## src/rtl/spi_master_pkg.sv

```systemverilog
// Shared types for the multi-mode SPI master.
// FSM encoding and the {cpol,cpha} mode constants.
package spi_master_pkg;

  typedef enum logic [2:0] {
    IDLE,
    SETUP,
    TRANSFER,
    HOLD,
    DONE
  } spi_state_e;

  localparam logic [1:0] SPI_MODE0 = 2'b00;
  localparam logic [1:0] SPI_MODE1 = 2'b01;
  localparam logic [1:0] SPI_MODE2 = 2'b10;
  localparam logic [1:0] SPI_MODE3 = 2'b11;

endpackage

```

## src/rtl/spi_clk_gen.sv

```systemverilog
// SPI clock generator: divider tick, leading/trailing edge strobes,
// bit counter and the spi_clk level register.
module spi_clk_gen #(
  parameter int DATA_WIDTH = 8,
  parameter int DIV_WIDTH  = 8
) (
  input  logic                 clk,
  input  logic                 reset,
  input  logic                 load,
  input  logic                 cpol,
  input  logic [DIV_WIDTH-1:0] div,
  input  logic                 count_en,
  input  logic                 edge_en,
  input  logic                 div_clr,
  output logic                 tick,
  output logic                 lead,
  output logic                 trail,
  output logic                 last_edge,
  output logic                 bits_done,
  output logic                 spi_clk
);

  localparam int BW = $clog2(DATA_WIDTH) + 1;

  logic [DIV_WIDTH-1:0] div_cnt;
  logic [DIV_WIDTH-1:0] div_m1;
  logic [BW-1:0]        bit_cnt;
  logic                 phase;
  logic                 edge_s;

  assign div_m1    = div - DIV_WIDTH'(1);
  assign tick      = count_en && (div_cnt == div_m1);
  assign bits_done = (bit_cnt == BW'(DATA_WIDTH));
  assign edge_s    = tick && edge_en && !bits_done;
  assign lead      = edge_s && !phase;
  assign trail     = edge_s && phase;
  assign last_edge = trail && (bit_cnt == BW'(DATA_WIDTH - 1));

  always_ff @(posedge clk) begin
    if (reset) begin
      div_cnt <= '0;
    end else if (load || div_clr || !count_en || tick) begin
      div_cnt <= '0;
    end else begin
      div_cnt <= div_cnt + DIV_WIDTH'(1);
    end
  end

  // phase=1 means the next edge is a trailing edge
  always_ff @(posedge clk) begin
    if (reset) begin
      bit_cnt <= '0;
      phase   <= 1'b0;
      spi_clk <= 1'b0;
    end else if (load) begin
      bit_cnt <= '0;
      phase   <= 1'b0;
      spi_clk <= cpol;
    end else if (edge_s) begin
      phase   <= ~phase;
      spi_clk <= ~spi_clk;
      if (phase) bit_cnt <= bit_cnt + BW'(1);
    end
  end

endmodule

```

## src/rtl/spi_master_multi.sv

```systemverilog
// SPI master: four modes, MSB/LSB order, runtime divider, NUM_CS selects.
// Optional SPI_MASTER_LOOPBACK_EN adds an internal MOSI->MISO loopback.
module spi_master_multi
  import spi_master_pkg::*;
#(
  parameter int DATA_WIDTH = 8,
  parameter int NUM_CS     = 4,
  parameter int DIV_WIDTH  = 8,
  localparam int CS_W = (NUM_CS > 1) ? $clog2(NUM_CS) : 1
) (
  input  logic                  clk,
  input  logic                  reset,
  input  logic                  start,
  input  logic [DATA_WIDTH-1:0] tx_data,
  input  logic                  cpol,
  input  logic                  cpha,
  input  logic                  lsb_first,
  input  logic [DIV_WIDTH-1:0]  clk_div,
  input  logic [CS_W-1:0]       cs_sel,
  input  logic                  cs_keep,
`ifdef SPI_MASTER_LOOPBACK_EN
  input  logic                  loopback,
`endif
  output logic                  busy,
  output logic                  done,
  output logic [DATA_WIDTH-1:0] rx_data,
  output logic                  spi_clk,
  output logic                  spi_mosi,
  input  logic                  spi_miso,
  output logic [NUM_CS-1:0]     spi_cs_n
);

  spi_state_e state, state_n;

  logic [1:0]            mode_q;
  logic                  lsb_q;
  logic                  keep_q;
  logic [DIV_WIDTH-1:0]  d_q;
  logic [CS_W-1:0]       cs_idx;
  logic                  cs_on;
  logic [DATA_WIDTH-1:0] tx_sh;
  logic [DATA_WIDTH-1:0] rx_sh;

  logic load, count_en, edge_en, div_clr;
  logic tick, lead, trail, last_edge, bits_done;
  logic shift_ev, sample_ev, miso_s;

  function automatic logic pick(
    input logic [DATA_WIDTH-1:0] w,
    input logic                  lsb
  );
    return lsb ? w[0] : w[DATA_WIDTH-1];
  endfunction

  function automatic logic [DATA_WIDTH-1:0] sh_out(
    input logic [DATA_WIDTH-1:0] w,
    input logic                  lsb
  );
    return lsb ? {1'b0, w[DATA_WIDTH-1:1]}
               : {w[DATA_WIDTH-2:0], 1'b0};
  endfunction

  function automatic logic [DATA_WIDTH-1:0] sh_in(
    input logic [DATA_WIDTH-1:0] w,
    input logic                  b,
    input logic                  lsb
  );
    return lsb ? {b, w[DATA_WIDTH-1:1]}
               : {w[DATA_WIDTH-2:0], b};
  endfunction

  assign load     = (state == IDLE) && start;
  assign count_en = (state == SETUP) || (state == TRANSFER)
                 || (state == HOLD);
  assign edge_en  = (state == SETUP) || (state == TRANSFER);
  // restart the divider so HOLD lasts a full D cycles
  assign div_clr  = (state == TRANSFER) && bits_done;
  assign busy     = count_en;
  assign done     = (state == DONE);

`ifdef SPI_MASTER_LOOPBACK_EN
  logic lb_q;

  always_ff @(posedge clk) begin
    if (reset)     lb_q <= 1'b0;
    else if (load) lb_q <= loopback;
  end

  assign miso_s = lb_q ? spi_mosi : spi_miso;
`else
  assign miso_s = spi_miso;
`endif

  spi_clk_gen #(
    .DATA_WIDTH (DATA_WIDTH),
    .DIV_WIDTH  (DIV_WIDTH)
  ) u_clk_gen (
    .clk       (clk),
    .reset     (reset),
    .load      (load),
    .cpol      (cpol),
    .div       (d_q),
    .count_en  (count_en),
    .edge_en   (edge_en),
    .div_clr   (div_clr),
    .tick      (tick),
    .lead      (lead),
    .trail     (trail),
    .last_edge (last_edge),
    .bits_done (bits_done),
    .spi_clk   (spi_clk)
  );

  always_ff @(posedge clk) begin
    if (reset) state <= IDLE;
    else       state <= state_n;
  end

  always_comb begin
    state_n = state;
    unique case (state)
      IDLE:     if (start)     state_n = SETUP;
      SETUP:    if (lead)      state_n = TRANSFER;
      TRANSFER: if (bits_done) state_n = HOLD;
      HOLD:     if (tick)      state_n = DONE;
      DONE:                    state_n = IDLE;
      default:                 state_n = IDLE;
    endcase
  end

  always_comb begin
    shift_ev  = 1'b0;
    sample_ev = 1'b0;
    unique case (mode_q)
      SPI_MODE0, SPI_MODE2: begin
        shift_ev  = trail && !last_edge;
        sample_ev = lead;
      end
      SPI_MODE1, SPI_MODE3: begin
        shift_ev  = lead;
        sample_ev = trail;
      end
      default: ;
    endcase
  end

  always_ff @(posedge clk) begin
    if (reset) begin
      mode_q   <= SPI_MODE0;
      lsb_q    <= 1'b0;
      keep_q   <= 1'b0;
      d_q      <= DIV_WIDTH'(1);
      cs_idx   <= '0;
      cs_on    <= 1'b0;
      tx_sh    <= '0;
      rx_sh    <= '0;
      rx_data  <= '0;
      spi_mosi <= 1'b0;
    end else begin
      if (load) begin
        mode_q <= {cpol, cpha};
        lsb_q  <= lsb_first;
        keep_q <= cs_keep;
        d_q    <= (clk_div == '0) ? DIV_WIDTH'(1) : clk_div;
        cs_idx <= cs_sel;
        cs_on  <= 1'b1;
        rx_sh  <= '0;
        // cpha=0 puts the first bit out before the first edge
        if (!cpha) begin
          spi_mosi <= pick(tx_data, lsb_first);
          tx_sh    <= sh_out(tx_data, lsb_first);
        end else begin
          tx_sh    <= tx_data;
        end
      end
      if (shift_ev) begin
        spi_mosi <= pick(tx_sh, lsb_q);
        tx_sh    <= sh_out(tx_sh, lsb_q);
      end
      if (sample_ev) begin
        rx_sh <= sh_in(rx_sh, miso_s, lsb_q);
      end
      if ((state == HOLD) && tick) begin
        rx_data <= rx_sh;
        if (!keep_q) cs_on <= 1'b0;
      end
    end
  end

  always_comb begin
    spi_cs_n = '1;
    for (int i = 0; i < NUM_CS; i++) begin
      if (cs_on && (cs_idx == CS_W'(i))) spi_cs_n[i] = 1'b0;
    end
  end

endmodule

```

## config.mk

```make
export PLATFORM = sky130hd
export DESIGN_NAME = spi_master_multi
export DESIGN_NICKNAME = d
export VERILOG_FILES = /design/src/rtl/spi_master_pkg.sv /design/src/rtl/spi_clk_gen.sv /design/src/rtl/spi_master_multi.sv
export SDC_FILE = /design/constraint.sdc
export NUM_CORES = 1
export LEC_CHECK = 0
export BUFFER_PORTS_ARGS = -buffer_cell sky130_fd_sc_hd__buf_2
export CORE_MARGIN = 2
export CORE_UTILIZATION = 52
export CTS_CLUSTER_DIAMETER = 120
export DETAILED_ROUTE_END_ITERATION = 8
export PLACE_DENSITY = 0.85
export SYNTH_ARGS = -nofsm -noshare
export SYNTH_HDL_FRONTEND = slang
export SYNTH_SLANG_ARGS = --single-unit
```

## constraint.sdc

```tcl
create_clock -name clk -period 2.32 [get_ports clk]
set_input_delay 0.116 -clock clk [delete_from_list [all_inputs] [get_ports clk]]
set_output_delay 0.116 -clock clk [all_outputs]
set_load 0.02 [all_outputs]
```

==> metrics <==
synthesis-to-finish area growth 21.8%; wire per inst ~15 µm; kind of critical path flip-flop to flip-flop; crit path capture type flip-flop; result of the run complete, but fails checks; post-synthesis net count 417; Arr. time, crit path 2.66 ns; instance area after placement between 0.003 and 0.004 mm²; warnings from Yosys 0; RePlAce Congestion 0.874; number of DRC violations after detailed routing 0; Post-Layout Cell Count 513; IO Port Bufs 41; worst min path class primary input to flip-flop; Via Count 2968; fraction of synthesis flops using an asynchronous set or reset pin 0%; Antenna diodes 0; Worst IR Drop VDD ~340 µV; Die Span X 81.5 µm; global-route wire length before repair between 10000 and 15000 µm; period utilisation layout 106%; Die ar. 0.00663 mm²; H-tree levels 2; critical path peak fanout 8; total of endpoints with negative setup slack in the final report 38; cell area after synthesis 0.00312 mm²; Final Max Slew Viols 0; Layout Utilization 64.9%; antenna violations before repair 0; Worst EP required roughly 2.5 ns; detailed placer's ending HPWL ~5100 µm; total area of sequential cells 0.00112 mm²; number of buffers added by the clock tree synthesis step 5; Worst slew margin 56.4%; Initial Util 53.3%; count of flip-flops with a built-in enable after synthesis 0; worst reg-to-reg setup slack -0.14 ns; Worst-Skew Late Latency 0.31 ns; number of global-route vias before repair ~2800; Final ANT Viol Nets 0; leakage 0.00146 µW; end of the worst register-to-register path rx_sh[5]; TritonCTS clock tree done; pin count of the biggest net entering global routing 55; MaxCap Viol Count 0; final worst clock skew slightly above 0.007 ns; power density over the cells 511 mW/mm²; Worst Slack Setup Final -0.142 ns; fraction of the yosys area taken by sequential cells a little over a third; failing checks setup timing; placeable core region 0.00585 mm²; Die H around 81 µm; post-placement cell count about 500; synth unique cells 49; mean post-synth cell area slightly above 8 µm²; Worst Tran Pin Value ~0.65 ns; setup repair after global routing missed its margin yes; via density per instance 5.79; Fmax 406 MHz; Overall Global Routing Usage 23.4%; category of the worst setup path launch point flip-flop; I/O pins 42; Num Clock Sinks 56; number of nets in the layout 467; start point of the critical path d_q[3]; capturing instance or port of the critical path rx_sh[5]; Final Critical Period approximately 2.5 ns; Hold Buf Count CTS 0; count of fill cells added during filler insertion about 460; leading cell type in the layout, fill and taps excluded dfxtp_1; violation count after the first detailed-routing iteration 184; startpoint of the most critical register-to-register path d_q[3]; Overflow after GRT 0; layout cells sized above 1 between 20% and 30%; total iterations of the first detailed-routing run 5; dominant register cell in the synthesized netlist dfxtp_1; setup slack at placement -0.185 ns; synthesis-stage register bit count 56; area used by multi-input combinational logic about 0.0020 mm²; site row count 28; Synth Instances a little under 400; most frequent cells in the layout 55 x dfxtp_1, 52 x nand2_1, 42 x nor2_1, 42 x buf_2, 32 x a21oi_1; Clock transition at path regs 0.10 ns; largest buffer count on any clock path 2; area of all placed cells without fillers 0.00380 mm²; Hold Vio Cnt, Final 0; cell count of the worst reg-to-reg path 6; Root Buffer clkbuf_8; wire length reported by the detailed router 7830 µm
-- state kept, by name, indices dropped and copies added, names as in the netlist, 2 cells and up --
register and cells:
cs_idx 2, d_q 8, rx_data 8, rx_sh 8
state 3, tx_sh 8, u_clk_gen.bit_cnt 4, u_clk_gen.div_cnt 8
-- worst min path at each step --
stage,start,depth (start not counted),endpoint
after global placement,cs_sel[0],3,cs_idx[0]
after global routing,clk_div[6],3,d_q[6]
after detailed placement,cs_sel[1],3,cs_idx[1]
final,cs_sel[1],3,cs_idx[1]
after floorplan,cs_keep,2,keep_q
after CTS,cs_sel[1],3,cs_idx[1]
-- cells by family after synthesis --
family / share of synthesized area [%]
AND/OR/NAND/NOR: 25.3
AO/OA/AOI/OAI: 14.8
flip-flops: 35.9
multiplexers: 13.5
buffers and inverters: 4.29
XOR/XNOR: 4.49
adder cells (fa/ha/maj): 1.60
-- worst max-delay path, stage by stage, from the launching register on --
cell      delay (ns)
dfxtp_1         0.33
or4_4           0.55
or3_4           0.36
a211oi_4        0.33
o211a_4         0.29
nand4_4         0.18
mux2_2          0.32
-- per-stage QoR --
step	power, µW	setup TNS, ns	hold slack [ns]
after detailed placement	1370	-4.52	0.368
final	1940	-3.00	0.0413
after global routing	2020	-5.40	0.0484
after floorplan	1260	-0.176	0.252
after global placement	1360	-2.02	0.360
after CTS	1910	-2.24	0.0419
-- Yosys cell counts, types with 2 or more instances --
cell type | count | area, µm²
or3_1 | 3 | 18.8
nand3_1 | 16 | 80.1
o211a_1 | 2 | 20.0
nor4_1 | 4 | 25.0
o2111a_1 | 2 | 22.5
inv_1 | 9 | 33.8
nor3b_1 | 10 | 75.1
dfxtp_1 | 56 | 1120
ha_1 | 4 | 50.1
buf_2 | 2 | 10.0
and2_1 | 2 | 12.5
a211oi_1 | 2 | 15.0
or2_2 | 2 | 12.5
o31ai_1 | 2 | 15.0
nor3_1 | 10 | 50.1
nand2_1 | 53 | 199
mux2i_1 | 23 | 230
buf_1 | 4 | 15.0
nand3b_1 | 3 | 22.5
nor2b_1 | 4 | 25.0
o41ai_1 | 2 | 17.5
a21oi_1 | 33 | 165
xor2_1 | 6 | 52.6
clkbuf_1 | 20 | 75.1
mux2_2 | 17 | 191
a211o_1 | 3 | 26.3
or3b_2 | 2 | 17.5
o211ai_1 | 2 | 15.0
xnor2_1 | 10 | 87.6
nand2b_1 | 3 | 18.8
nor2_1 | 42 | 158
o21ai_0 | 17 | 85.1
-- per-layer routing --
metal  vias up  wire, µm  track usage (%)
met5         -         0                0
met4         0       129             6.78
met3        21       325             3.63
met2        72      3930             40.2
met1      1418      3450             30.4
li1       1457         -                -
-- repair_timing --
item                       in CTS  in global routing
cloned                          2                  0
setup endpoints to repair      41                 42
resized for setup              10                 18
buffers inserted                3                  4
pin swaps                      22                  8
-- cell type report --
cell class,count,share of cell area [%]
multi-input cells,297,53.6
flip-flops and latches,56,29.5
repair buffers,68,11.2
well taps,75,2.47
clock buffers,6,1.91
inverters,9,0.889
clock inverters,2,0.362
-- where the power goes --
part	switching, µW	internal (µW)
sequential	36.5	992
clock	324	216
combinational	211	161
total	572	1370
Note: power is estimated with default switching activity, not from simulation.
